**src/rtl/matvec_pkg.sv**
```systemverilog
// Shared types and sizing constants for the matrix-vector engine.
// The top FSM, the FIFO array and the memory fill scheduler all import this package.
package matvec_pkg;

   localparam int NUM_FIFOS = 9;
   localparam int BYTES_PW  = 8;
   localparam int DATA_W    = 8;

   typedef enum logic [2:0] {
      IDLE   = 3'd0,
      REQ    = 3'd1,
      WAIT   = 3'd2,
      UNPACK = 3'd3,
      DONE   = 3'd4
   } state_t;

endpackage

```
**src/rtl/mem_fill_sched.sv**
```systemverilog
// Fills the nine matrix-vector input FIFOs from memory: one 64-bit Avalon-MM read per row,
// then eight byte writes (LSB first) steered one-hot to that row's FIFO.
module mem_fill_sched #(
   parameter int DATA_W    = 8,
   parameter int BYTES_PW  = 8,
   parameter int NUM_FIFOS = 9,
   parameter int ADDR_W    = 4,
   parameter int BASE_ADDR = 0
) (
   input  logic                        clk,
   input  logic                        rst_n,
   input  logic                        fill,
   input  logic                        clr,
   output logic [ADDR_W-1:0]           mem_address,
   output logic                        mem_read,
   input  logic                        mem_waitrequest,
   input  logic [DATA_W*BYTES_PW-1:0]  mem_readdata,
   input  logic                        mem_readdatavalid,
   input  logic [NUM_FIFOS-1:0]        fifo_full,
   output logic [NUM_FIFOS-1:0]        fifo_addr,
   output logic [DATA_W-1:0]           fifo_din,
   output logic                        en_fifo_write,
   output logic                        memory_busy,
   output logic                        fill_done
);

   import matvec_pkg::*;

   localparam int WORD_W = DATA_W * BYTES_PW;
   localparam int ROW_W  = $clog2(NUM_FIFOS);
   localparam int BYTE_W = $clog2(BYTES_PW);

   // Handshake: a read is accepted in any cycle where mem_read && !mem_waitrequest;
   // exactly one response (mem_readdatavalid) follows at least one cycle later.
   // A FIFO byte is transferred in any cycle where en_fifo_write is high.

   state_t              state;
   logic [ROW_W-1:0]    row;
   logic [BYTE_W-1:0]   byte_idx;
   logic [WORD_W-1:0]   word;
   logic                outstanding;

   logic                in_req;
   logic                in_unpack;
   logic                accept;
   logic                row_full;
   logic                last_byte;
   logic                last_row;

   assign in_req    = (state == REQ);
   assign in_unpack = (state == UNPACK);
   assign accept    = in_req && !mem_waitrequest;
   assign row_full  = fifo_full[row];
   assign last_byte = (byte_idx == BYTE_W'(BYTES_PW - 1));
   assign last_row  = (row == ROW_W'(NUM_FIFOS - 1));

   assign mem_read      = in_req;
   assign mem_address   = in_req ? (ADDR_W'(BASE_ADDR) + ADDR_W'(row)) : '0;
   assign fifo_addr     = in_unpack ? (NUM_FIFOS'(1) << row) : '0;
   assign fifo_din      = in_unpack ? word[DATA_W-1:0] : '0;
   assign en_fifo_write = in_unpack && !row_full && !clr;
   assign memory_busy   = in_req || (state == WAIT) || in_unpack || outstanding;
   assign fill_done     = (state == DONE);

   always_ff @(posedge clk or negedge rst_n) begin
      if (!rst_n) begin
         state       <= IDLE;
         row         <= '0;
         byte_idx    <= '0;
         word        <= '0;
         outstanding <= 1'b0;
      end else begin
         // Tracks the bus independently of the FSM so an aborted read is still drained.
         if (accept) begin
            outstanding <= 1'b1;
         end else if (mem_readdatavalid) begin
            outstanding <= 1'b0;
         end

         if (clr) begin
            state    <= IDLE;
            row      <= '0;
            byte_idx <= '0;
         end else begin
            case (state)
               IDLE: begin
                  if (fill && !outstanding) begin
                     state <= REQ;
                     row   <= '0;
                  end
               end
               REQ: begin
                  if (!mem_waitrequest) begin
                     state <= WAIT;
                  end
               end
               WAIT: begin
                  if (mem_readdatavalid && outstanding) begin
                     word     <= mem_readdata;
                     byte_idx <= '0;
                     state    <= UNPACK;
                  end
               end
               UNPACK: begin
                  if (!row_full) begin
                     word     <= word >> DATA_W;
                     byte_idx <= byte_idx + BYTE_W'(1);
                     if (last_byte) begin
                        if (last_row) begin
                           state <= DONE;
                        end else begin
                           row   <= row + ROW_W'(1);
                           state <= REQ;
                        end
                     end
                  end
               end
               DONE: begin
                  if (fill) begin
                     state <= REQ;
                     row   <= '0;
                  end
               end
               default: state <= IDLE;
            endcase
         end
      end
   end

endmodule
```
**config.mk**
```make
export PLATFORM = sky130hd
export DESIGN_NAME = mem_fill_sched
export DESIGN_NICKNAME = d
export VERILOG_FILES = /design/src/rtl/matvec_pkg.sv /design/src/rtl/mem_fill_sched.sv
export SDC_FILE = /design/constraint.sdc
export NUM_CORES = 1
export LEC_CHECK = 0
export BUFFER_PORTS_ARGS = -buffer_cell sky130_fd_sc_hd__buf_2
export CORE_ASPECT_RATIO = 1.75
export CORE_MARGIN = 4
export CORE_UTILIZATION = 56
export DETAILED_ROUTE_END_ITERATION = 10
export GPL_TIMING_DRIVEN = 1
export PLACE_DENSITY = 0.81
export SLEW_MARGIN = 20
export SYNTH_ARGS = -nofsm -noshare
export SYNTH_HDL_FRONTEND = slang
export SYNTH_SLANG_ARGS = --single-unit
export TNS_END_PERCENT = 10
```
**constraint.sdc**
```tcl
create_clock -name clk -period 5.5 [get_ports clk]
set_clock_uncertainty 0.1 [all_clocks]
set_input_delay 0.55 -clock clk [delete_from_list [all_inputs] [get_ports clk]]
set_output_delay 0.55 -clock clk [all_outputs]
set_load 0.03 [all_outputs]
```
=== Yosys cells after proc, flatten, opt, wreduce, memory -nomap -nowiden ===
Cells that the tools add are included.

* $add $sub $neg: 2
* Order comparisons: 1
* Eq/ne operators: 15
* Shift operators: 1
* Multiplexer cells: 30
* Bitwise gates (word level): 1
* Reduce and logical (&&, ||, !) cells: 21

{| class="wikitable"
|+ Operators with widths
! operator !! count
|-
| two-way mux 64 bit || 2
|-
| one-hot mux 64 bit (2 select lines) || 1
|-
| two-way mux 3 bit || 11
|-
| two-way mux 4 bit || 7
|-
| != test 3 bit, second input constant || 5
|-
| one-hot mux 3 bit (5 select lines) || 1
|-
| one-hot mux 4 bit (3 select lines) || 1
|-
| AND reduction 6 bit || 2
|-
| two-way mux 9 bit || 1
|-
| left shift 1 x 4 -> 9 bit, first input constant || 1
|-
| two-way mux 8 bit || 1
|-
| == test 3 x 2 -> 1 bit, second input constant || 2
|-
| == test 3 bit, second input constant || 2
|-
| != test 3 x 2 -> 1 bit, second input constant || 2
|-
| one-hot mux 3 bit (2 select lines) || 1
|-
| logical AND 1 bit || 5
|-
| < comparator 4 x 5 -> 1 bit, second input constant || 1
|-
| adder 4 x 1 -> 4 bit, second input constant || 1
|-
| binary-select mux 1 bit (select 4 bit) || 1
|-
| == test 4 bit, second input constant || 1
|-
| logical NOT 1 bit || 4
|-
| AND reduction 4 bit || 1
|-
| nonzero test 2 bit || 2
|-
| nonzero test 4 bit || 1
|-
| 10 further kinds || 14
|}

* Register bits after elaboration: 75
* Word-level logic and storage cells: 76

=== Longest topological paths before layout ===
Gate-level depths: netlist of the first run.

* Depth in word-level cells: 6
* Gate-level depth with buffers: 9
* Gate-level depth less buffers: 7

=== Worst setup path before layout of the first run ===
Ideal clock, no wire load.

* Kind: reg-to-output
* Start: register state[2]
* End: output fifo_addr[3]
* Data arrival time: 1.649 ns
* Data required time: 4.850 ns
* Slack: 3.201 ns
* Cell stages (with the launch flop): 5
* Buffers on the path: 2
* Cells stage by stage: dfrtp_1 clkbuf_1 nand3b_1 clkbuf_1 nor3b_1

* Cells in the longest elaborated chain, start to end: 2

{| class="wikitable"
|+ Ends and longest elaborated chain
! what !! RTL line !! RTL
|-
| from (decl) || mem_fill_sched.sv:37 || <nowiki>state_t state;</nowiki>
|-
| from (signal assigned) || mem_fill_sched.sv:67 || <nowiki>state <= IDLE;</nowiki>
|-
| from (signal assigned) || mem_fill_sched.sv:81 || <nowiki>state <= IDLE;</nowiki>
|-
| from (signal assigned) || mem_fill_sched.sv:88 || <nowiki>state <= REQ;</nowiki>
|-
| == test 3 x 2 -> 1 bit || mem_fill_sched.sv:51 || <nowiki>assign in_unpack = (state == UNPACK);</nowiki>
|-
| two-way mux 9 bit || mem_fill_sched.sv:59 || <nowiki>assign fifo_addr = in_unpack ? (NUM_FIFOS'(1) << row) : '0;</nowiki>
|-
| to (decl) || mem_fill_sched.sv:20 || <nowiki>output logic [NUM_FIFOS-1:0] fifo_addr,</nowiki>
|}

Every way passes these cells.

=== Worst setup path in the final report of the first run ===
* Start: register state[1]
* End: output fifo_din[0]

* Cells in the longest elaborated chain, start to end: 2

{| class="wikitable"
|+ Ends and longest elaborated chain
! what !! RTL line !! RTL
|-
| == test 3 x 2 -> 1 bit || mem_fill_sched.sv:51 ||
|-
| two-way mux 8 bit || mem_fill_sched.sv:60 || <nowiki>assign fifo_din = in_unpack ? word[DATA_W-1:0] : '0;</nowiki>
|-
| to (decl) || mem_fill_sched.sv:21 || <nowiki>output logic [DATA_W-1:0] fifo_din,</nowiki>
|}

Every way passes these cells.

==> results.md, run 1 <==
- Routed Antenna Nets: 0
- Largest family of logic cells by synthesized area: multiplexers
- Mapped Cells: 383
- Top_reg_cell synth: dfrtp_1
- Clk buf depth: 2
- Post-synthesis mux area share: 16.3%
- Die area: 8390 sq um
- Compound-Gate Fraction of Synth Area: 15.1%
- Power Dens Cells: 414 nW/um^2
- Async SR Flop Fraction: 100%
- DRT iter0 DRCs: 241
- Total number of vias: 3102
- DRC viols: 0
- Worst-path fanout max: 48
- Fillers: 542
- First drt pass iteration count: 4
- Final #Nets: 559
- Initial antenna violation count: 0
- Total CTS buffers: 9
- Top post-synthesis cells by count: dfrtp_1, mux2i_1, nand2_1
- Final Hold Vio Count: 0
- Relative slew slack: 30.1%
- Row count: 39
- Hold Path Class: in2async
- Chip height: 118 um
- Seq/Total Area, Yosys: 48.3%
- MaxCap Viol Count: 0
- Setup TNS: 0 ps
- CTS root buf: clkbuf_16
- Peak VDD IR: 0.276 mV
- Layout area overhead: 20.7%
- Post-CTS setup buffer count: 0
- Synth Register Bits: 75
- Worst-path clk slew: 50 ps
- FMAX: 312 MHz
- Post-synthesis simple-gate area fraction: 13.4%
- WL per Instance: 15.5 um
- Worst-Skew Late Latency: 330 ps
- Leakage: 2.19 nW
- Synth top area share: 48.3%
- Most numerous cell in the Yosys netlist: dfrtp_1
- H-Tree Depth: 3
- Synth Net Count: 470
- Number of synthesized flops with an enable pin: 0
- CP Cell Sequence: and3b_4 > buf_4 > and2_1 > buf_2
- Post_cts resized: 0
- Tot Pwr: 1.95 mW
- Register area: 1880 sq um
- CP Launch Type: register
- Synth unique cells: 41
- Clk sinks: 75
- Reg-to-reg startpoint: state[1]
- CP required: 4850 ps
- Gr ovfl total: 0
- Input/output buffers: 103
- Mean area per synthesized cell: 10.2 sq um
- First-pass GRT wire length: 14400 um
- Period Utilization, post-route: 58.3%
- Boundary pin count: 104
- Cell area after synthesis: 3890 sq um
- Core Region: 6640 sq um
- CP top delay family: buffers and inverters
- Leading area contributor after synthesis: dfrtp_1
- Ys Warns: 0
- Synth top area cells: dfrtp_1, mux2i_1, o21ai_1
- CP arrival: 2560 ps
- Final wirelength: 8670 um
- XOR/XNOR Fraction of Synth Area: 0%
- N_diodes: 0
- Status: complete, no violations
- GRT Util Overall: 21.4%
- Crit path capture type: primary output
- Vias in the first global route: 3183
- Min Tclk post-route: 3210 ps
- Worst path max stage delay: 640 ps
- CTS tree: built
- Worst-Margin Slew: 1050 ps
- Worst Setup SP: state[1]
- Routability cong.: 0.882
- Slew Limit Fails: 0
- Post-DR vias/cell: 5.55
- Fraction of layout cells with a size suffix above 1: 26.4%
- DIE WIDTH: 71.0 um
- Hold buffers post-CTS: 0
- Final setup violation count: 0
- RSZ-0062 raised after global routing: false
- Detail Placement HPWL: 6210 um
- Initial core utilization: 58.6%
- Fraction of the mapped netlist area in adder cells: 2.57%
- Worst path buffer plus inverter count: 2
- Crit Path Class: reg2out
- Largest net degree at the start of global routing: 121
- Area taken by multi-input logic gates: 1860 sq um
- Worst path slowest cell: buf_4
-- cells in the final DEF, fill, tap and decap left out, drive strengths merged, types with 2 or more instances in the layout --
| master | n |
|---|---|
| nand2 | 59 |
| nand3b | 3 |
| nor3 | 8 |
| o31ai | 5 |
| and2 | 18 |
| a211oi | 3 |
| clkinv | 3 |
| ha | 8 |
| mux2i | 60 |
| nand3 | 4 |
| nand2b | 4 |
| o311ai | 3 |
| inv | 6 |
| nor3b | 2 |
| dfrtp | 75 |
| a22o | 10 |
| clkbuf | 11 |
| a21oi | 6 |
| nor2 | 7 |
| o21ai | 58 |
| buf | 106 |
-- path summary, 6_finish.rpt --
path	end	slack, ps	cells past startpoint
max	fifo_din[0]	2290	4
min	word[5]	270	1
max reg2reg	row[3]	2590	6
min reg2reg	word[4]	370	2
max in group asynchronous	state[1]	4430	1
min in group clk	word[57]	330	2
-- layer usage --
metal / up-vias / routed length, um / global-route usage, %
met5: - / 0 / 0
met3: 13 / 568 / 5.86
met1: 1457 / 3460 / 25.2
met4: 0 / 166 / 8.82
li1: 1533 / - / -
met2: 99 / 4470 / 36.3
-- worst reg2reg max path: cells and delay by family, from the launching register on --
kind | cells | cell delay (ps)
AND/OR/NAND/NOR | 2 | 860
buffers and inverters | 1 | 650
AO/OA/AOI/OAI | 3 | 640
flip-flops | 1 | 580
-- report_power, final --
part	switching, mW	internal, mW	leakage [nW]
Clock	0.214	0.361	0.145
Sequential	0.141	0.786	0.986
Combinational	0.242	0.202	1.06
-- kinds of logic (layout without fill, tap and decap cells) --
logic type	Yosys count	in the layout
AOI/OAI and AO/OA	94	94
muxes	62	62
DFF	75	75
adders and majority gates	8	8
and+or+nand+nor	110	110
buffers and inverters	34	128
-- registers in the layout, summed over array words and instances, names as in the netlist --
register / count
state: 3
row: 4
word: 64
outstanding: 1
byte_idx: 3
-- final cells by class --
type	instances	share of cell area [%]
multi-input cells	274	39.6
clock buffers	11	5.17
flip-flops and latches	75	40.0
repair buffers	106	11.5
well taps	82	2.19
clock inverters	5	1.12
inverters	6	0.480
-- stage by stage --
| stage | util, % | std cells | hold slack (ps) | area [sq um] | worst slack (ps) |
|---|---|---|---|---|---|
| CTS | 70.7 | 559 | 294 | 4690 | 2270 |
| detailed placement | 66.3 | 543 | 367 | 4400 | 2620 |
| global route | 70.7 | 559 | 329 | 4690 | 2160 |
| floorplan | - | 383 | 154 | 3890 | 3200 |
| finish | 70.7 | 559 | 268 | 4690 | 2290 |
| global placement | 66.3 | 543 | 358 | 4400 | 2690 |
No activity file was read; power rests on OpenSTA's default activity.
==> inputs of run 2 (changes only) <==
--- a/config.mk
+++ b/config.mk
@@ -5,13 +5,14 @@
 export SDC_FILE = /design/constraint.sdc
 export NUM_CORES = 1
 export LEC_CHECK = 0
+export ABC_AREA = 1
 export BUFFER_PORTS_ARGS = -buffer_cell sky130_fd_sc_hd__buf_2
 export CORE_ASPECT_RATIO = 1.75
 export CORE_MARGIN = 4
-export CORE_UTILIZATION = 56
+export CORE_UTILIZATION = 49
 export DETAILED_ROUTE_END_ITERATION = 10
 export GPL_TIMING_DRIVEN = 1
-export PLACE_DENSITY = 0.81
+export PLACE_DENSITY = 0.73
 export SLEW_MARGIN = 20
 export SYNTH_ARGS = -nofsm -noshare
 export SYNTH_HDL_FRONTEND = slang
==> constraint.sdc (replaced) <==
create_clock -name clk -period 2.79 [get_ports clk]
set_clock_uncertainty 0.1 [all_clocks]
set_input_delay 0.279 -clock clk [delete_from_list [all_inputs] [get_ports clk]]
set_output_delay 0.279 -clock clk [all_outputs]
set_load 0.03 [all_outputs]
==> run 2 against run 1 <==
Against the previous run: the run now ends with negative hold slack left; core utilization decreased by 12 points; final cell count increased by 54%; synthesized cell count increased by 72%; non-clock buffer count increased by 6; total power increased by 120%; combinational power increased to 3.0 times the previous value; final area increased by 13%; critical path depth increased by 5; via count increased by 44%; global-route usage increased by 1.3 points; critical path type is now reg2reg; largest cell class is now multi-input combinational cells; largest power group unchanged.
==> results.md, run 2 <==
- Fin area: 5310 sq um (+13%)
- Final #Nets: 825 (+48%)
- Final Hold Vio Count: 6 (+6)
- Async SR Flop Fraction: 100% (unchanged)
- Reg2Reg Depth: 9 (+3)
- Reg-to-reg startpoint: row[0]
- Total CTS buffers: 9 (unchanged)
- Hold Path Class: in2async
- Boundary pin count: 104 (unchanged)
- Post-synthesis mux area share: 0% (-16 points)
- Number of synthesized flops with an enable pin: 0 (unchanged)
- Detail Placement HPWL: 7880 um (+27%)
- RSZ-0062 raised after global routing: false
- Mean area per synthesized cell: 6.98 sq um (-31%)
- Leading area contributor after synthesis: dfrtp_1
- CP top delay family: simple AND/OR/NAND/NOR gates
- Clk sinks: 75 (unchanged)
- Post-CTS setup buffer count: 0 (unchanged)
- CP Cell Sequence: nand2_1 > nand3_1 > nand2_1 > nand2_2 > nand3_4 > nand2_4 > nand3_4 > nand2_1 > nand2_1
- Status: complete, but fails checks
- Period Utilization, post-route: 89.3%
- Worst-path fanout max: 64 (+33%)
- Worst path slowest cell: nand3_4
- Peak VDD IR: 0.478 mV (+73%)
- Top reg by flops: word
- Cell area after synthesis: 4600 sq um (+18%)
- Slew Limit Fails: 0 (unchanged)
- H-Tree Depth: 3 (unchanged)
- WHS: -17.8 ps (-286 ps)
- Worst-Margin Slew: 965 ps (-84.0 ps)
- Total number of vias: 4475 (+44%)
- N_diodes: 0 (unchanged)
- CP Launch Type: register
- Largest register FFs: 64 (unchanged)
- MaxCap Viol Count: 0 (unchanged)
- Crit Path Class: reg2reg
- Die area: 11100 sq um (+32%)
- Seq/Total Area, Yosys: 40.8% (-7.4 points)
- Relative slew slack: 35.7% (+5.6 points)
- Routability cong.: 0.863 (-2.2%)
- Worst-Skew Late Latency: 340 ps (about the same)
- Min Tclk post-route: 2490 ps
- Largest net degree at the start of global routing: 76 (-37%)
- Worst path max stage delay: 630 ps (about the same)
- Post-synthesis simple-gate area fraction: 45.3% (+32 points)
- Post-DP Area: 5020 sq um (+14%)
- Layout area overhead: 15.5%
- Fraction of the mapped netlist area in adder cells: 2.18% (-0.40 points)
- Core Region: 9090 sq um (+37%)
- Power Dens Cells: 801 nW/um^2 (+93%)
- Final wirelength: 11800 um (+36%)
- Internal reg-to-reg setup slack: 300 ps (-2290 ps)
- Cell mode on critical path: nand2_1
- Worst path buffer plus inverter count: 0 (-2)
- Synth top area share: 40.8% (-7.4 points)
- Input/output buffers: 103 (unchanged)
- Most numerous cell in the Yosys netlist: nand2_1
- First-pass GRT wire length: 19700 um (+37%)
- Routed Antenna Nets: 0 (unchanged)
- Synth Register Bits: 75 (unchanged)
- Initial antenna violation count: 0 (unchanged)
- Clk buf depth: 2 (unchanged)
- Synth unique cells: 26 (-37%)
- GRT Util Overall: 22.7% (+1.3 points)
- XOR/XNOR Fraction of Synth Area: 0.191% (+0.19 points)
- Vias in the first global route: 4399 (+38%)
- Synth top area cells: dfrtp_1, nand2_1, nand4_1
- Top post-synthesis cells by count: nand2_1, dfrtp_1, nand4_1
- Row count: 46 (+18%)
- Top_reg_cell synth: dfrtp_1
- CTS root buf: clkbuf_16
- Worst Setup SP: row[0]
- Most common cell after layout, fill and taps aside: nand2_1
- Synth Net Count: 746 (+59%)
- Commonest cells after routing, fill and taps aside: nand2_1, buf_2, dfrtp_1
- WL per Instance: 13.7 um (-12%)
- Initial core utilization: 50.6% (-8.0 points)
- Post_cts resized: 0 (unchanged)
- DIE WIDTH: 81.2 um (+14%)
- Crit path capture type: register
- Fraction of layout cells with a size suffix above 1: 20.3% (-6.1 points)
- CP required: 2900 ps (-1950 ps)
- Failing checks: negative hold slack
- Largest family of logic cells by synthesized area: simple AND/OR/NAND/NOR gates
- First drt pass iteration count: 5 (+1)
- Leakage: 3.13 nW (+43%)
- CP arrival: 2600 ps (+40 ps)
- DRC viols: 0 (unchanged)
- Hold buffers post-CTS: 0 (unchanged)
- RR Endpoint: word[18]
- FMAX: 401 MHz
- DRT iter0 DRCs: 223 (-7.5%)
- Biggest regs: word: 64 flops, row: 4 flops
- Setup TNS: 0 ps (unchanged)
- Ys Warns: 0 (unchanged)
- Post-DR vias/cell: 5.19 (-6.6%)
- Gr ovfl total: 0 (unchanged)
- Compound-Gate Fraction of Synth Area: 0.708% (-14 points)
- Worst-path clk slew: 60 ps (about the same)
- Mapped Cells: 659 (+72%)
- CTS tree: built
- Final setup violation count: 0 (unchanged)
- Chip height: 136 um (+15%)
run 2: cell types whose count changed after synthesis, sizes merged, moves of 4 or more:
cell,previous run,this run
nand2b,4,0
clkbuf,12,2
inv,6,46
nand3,4,15
o21ai,58,1
a22o,10,0
nand4,0,72
nand2,59,347
and2,18,0
buf,16,42
nor2,7,39
mux2i,60,0
o31ai,5,0
run 2: layout make-up:
| type | count | area, sq um |
|---|---|---|
| Fill cell | 935 | 3780 |
| Multi-Input combinational cell | 494 | 2230 |
| Clock buffer | 10 | 239 |
| Tap cell | 120 | 150 |
| Clock inverter | 6 | 55.1 |
| Sequential cell | 75 | 1880 |
| Inverter | 46 | 178 |
| Timing Repair Buffer | 112 | 586 |
run 2: cell families (layout without fill, tap and decap cells):
group | count (synthesis) | in the layout
simple gates | 479 | 479
flops | 75 | 75
compound gates | 6 | 6
xor+xnor | 1 | 1
buf+inv | 90 | 174
fa+ha+maj | 8 | 8
run 2: where the power goes:
part,leakage (nW),switching (mW),internal [mW]
Combinational,2.02,0.891,0.430
Sequential,0.952,0.251,1.53
Clock,0.152,0.441,0.708
Total,3.13,1.58,2.67
run 2: layer usage:
layer  vias to the layer above  GRT usage, %  part of all wire (%)
met5                         -             0                     0
met4                         0          9.30                   3.0
met3                        30          4.31                   4.3
met2                       121          38.7                    52
met1                      2080          27.5                    41
li1                       2244             -                     -
run 2: worst register-to-register path: stages (launching register included):
cell     delay (ps)
dfrtp_1         560
nand2_1         120
nand3_1          90
nand2_1          60
nand2_2          70
nand3_4          90
nand2_4         270
nand3_4         640
nand2_1         270
nand2_1          80
run 2: worst max-delay path by stage:
stage                to  slack (ps)  cells after the start
4_1_cts        word[18]         280                     10
6_report       word[18]         300                      9
5_1_grt        word[18]          10                      9
2_1_floorplan    row[0]         900                      7
3_5_place_dp   word[18]         300                     10
3_3_place_gp   word[47]         390                      9
run 2: per-stage QoR:
| stage | hold WS (ps) | power (mW) | worst slack, ps | utilization (%) | cells |
|---|---|---|---|---|---|
| 6_report | -17.8 | 4.25 | 298 | 58.4 | 863 |
| 5_1_grt | 53.7 | 4.57 | 10.6 | 58.4 | 863 |
| 4_1_cts | 37.5 | 4.29 | 279 | 58.4 | 863 |
| 3_5_place_dp | 358 | 3.12 | 297 | 55.2 | 847 |
| 3_3_place_gp | 353 | 3.06 | 387 | 55.2 | 847 |
| 2_1_floorplan | -117 | 2.80 | 897 | - | 659 |
==> inputs of run 3 (changes only) <==
--- a/config.mk
+++ b/config.mk
@@ -12,7 +12,9 @@
 export CORE_UTILIZATION = 49
 export DETAILED_ROUTE_END_ITERATION = 10
 export GPL_TIMING_DRIVEN = 1
+export MAX_ROUTING_LAYER = met4
 export PLACE_DENSITY = 0.73
+export RECOVER_POWER = 25
 export SLEW_MARGIN = 20
 export SYNTH_ARGS = -nofsm -noshare
 export SYNTH_HDL_FRONTEND = slang
==> run 3 against run 2 <==
Against the previous run: largest cell class unchanged; die area did not move; clock power about the same; worst setup slack lost 6.6 ps; via count is essentially flat; non-clock buffer count unchanged; clock-buffer cell count unchanged; critical path depth did not move; hold slack gained 72 ps; critical endpoint unchanged; the flow finishes with violations (max-capacitance violations, max-slew violations); register-to-register slack barely moved; final cell count stayed put; highest routed layer unchanged.
==> results.md, run 3 (same netlist as run 2, synthesis figures left out) <==
- Hold buffers post-CTS: 0 (unchanged)
- Die area: 11100 sq um (unchanged)
- Min Tclk post-route: 2500 ps (+6.63 ps)
- Post-Route Utilization: 58.4% (about the same)
- Chip height: 136 um (unchanged)
- Power Dens Cells: 802 nW/um^2 (about the same)
- Placed cell count: 847 (unchanged)
- Gr ovfl total: 0 (unchanged)
- Worst-Margin Slew: 1910 ps (+944 ps)
- Status: complete, but fails checks
- Relative slew slack: -27.2% (-63 points)
- Worst hold stages: 2
- Vias in the first global route: 4397 (-0.045%)
- Worst-Skew Late Latency: 330 ps (about the same)
- Worst path slowest cell: nand3_4
- FMAX: 400 MHz (-0.27%)
- RSZ-0062 raised after global routing: false
- CTS root buf: clkbuf_16
- Failing checks: max-capacitance violations, max-slew violations
- Boundary pin count: 104 (unchanged)
- Biggest regs: word: 64 flops, row: 4 flops
- CP arrival: 2610 ps (about the same)
- Setup TNS: 0 ps (unchanged)
- Core Region: 9090 sq um (unchanged)
- Largest net degree at the start of global routing: 76 (unchanged)
- Initial antenna violation count: 0 (unchanged)
- CP Launch Type: register
- Worst path max stage delay: 630 ps (about the same)
- Final Hold Vio Count: 0 (-6)
- Input/output buffers: 103 (unchanged)
- N_diodes: 0 (unchanged)
- Place WS: 297 ps (unchanged)
- GRT Util Overall: 23.4% (+0.68 points)
- Final setup violation count: 0 (unchanged)
- Commonest cells after routing, fill and taps aside: nand2_1, buf_2, dfrtp_1
- Clk sinks: 75 (unchanged)
- Crit Path Class: reg2reg
- Period Utilization, post-route: 89.6% (+0.24 points)
- Fillers: 936 (+0.11%)
- Initial core utilization: 50.6% (unchanged)
- Most common cell after layout, fill and taps aside: nand2_1
- Worst-path fanout max: 64 (unchanged)
- Reg2Reg Depth: 9 (unchanged)
- H-Tree Depth: 3 (unchanged)
- Fraction of layout cells with a size suffix above 1: 20.3% (unchanged)
- Slew Limit Fails: 76 (+76)
- Routability cong.: 0.877 (+1.6%)
- Total number of vias: 4474 (-0.022%)
- Crit path capture type: register
- Layout area overhead: 15.5% (about the same)
- Post-CTS setup buffer count: 0 (unchanged)
- Cell mode on critical path: nand2_1
- Post_cts resized: 0 (unchanged)
- Total CTS buffers: 9 (unchanged)
- DRC viols: 0 (unchanged)
- Detail Placement HPWL: 7880 um (unchanged)
- Largest register FFs: 64 (unchanged)
- First-pass GRT wire length: 19800 um (+0.21%)
- Final cell count without fillers: 863 (unchanged)
- Routed Antenna Nets: 0 (unchanged)
- CTS tree: built
- Final #Nets: 825 (unchanged)
- Post-DR vias/cell: 5.18 (about the same)
- DRT iter0 DRCs: 271 (+22%)
- Leakage: 3.12 nW (about the same)
- Post-route setup slack: 291 ps (-6.63 ps)
- MaxCap Viol Count: 1 (+1)
- CP Cell Sequence: nand2_1 > nand3_1 > nand2_1 > nand2_2 > nand3_4 > nand2_4 > nand3_4 > nand2_1 > nand2_1
- Final wirelength: 11800 um (+0.42%)
- Peak VDD IR: 0.479 mV (+0.12%)
- WL per Instance: 13.7 um (+0.42%)
- CP required: 2900 ps (about the same)
- DIE WIDTH: 81.2 um (unchanged)
- Row count: 46 (unchanged)
- Top reg by flops: word
- Worst-path clk slew: 60 ps (about the same)
- First drt pass iteration count: 4 (-1)
- Hold Path Class: in2reg
- Clk buf depth: 2 (unchanged)
- Tot Pwr: 4.26 mW (about the same)
-- run 3: cell count changes in the layout (fill, tap and decap cells not counted) --
cell      delta
buf_4        -1
clkbuf_2     +1
-- run 3: power breakdown --
group          total (mW)  switching (mW)  internal, mW  leakage, nW
registers            1.78           0.251          1.53        0.952
clock network        1.15           0.440         0.708        0.152
logic                1.32           0.893         0.429         2.02
-- run 3: area by class of cell --
cell class / count / area (sq um) / share of cell area [%]
timing repair buffer: 112 / 583 / 11.0
multi-input combinational: 494 / 2230 / 42.0
inverter: 46 / 178 / 3.35
tap: 120 / 150 / 2.83
clock buffer: 10 / 239 / 4.50
sequential: 75 / 1880 / 35.4
clock inverter: 6 / 55.1 / 1.04
-- run 3: final timing paths --
kind / start / endpoint / slack, ps
setup / recovery: row[0] / word[18] / 290
hold / removal: mem_readdatavalid / outstanding / 50
setup reg to reg: row[0] / word[18] / 290
hold reg to reg: word[11] / word[11] / 370
max in group asynchronous: rst_n / word[40] / 1090
min in group asynchronous: rst_n / word[15] / 360
-- run 3: worst max-delay path, delay by kind of cell (launching register included) --
kind	cells	cell delay [ps]
and+or+nand+nor	9	1680
DFF	1	560
-- run 3: per-layer routing --
metal  vias up  share of wire [%]  routed length (um)  track usage [%]
met5         -                  0                   0                -
met4         0                3.1                 364             9.30
met3        31                4.3                 509             4.11
met2       126                 51                6000             38.9
met1      2072                 42                4970             27.6
li1       2245                  -                   -                -
-- run 3: metrics by stage --
stage | hold WS, ps | cell area [sq um]
final | 54.4 | 5310
after global routing | 53.7 | 5310
after CTS | 37.5 | 5310
after global placement | 353 | 5020
after floorplan | -117 | 4600
after detailed placement | 358 | 5020
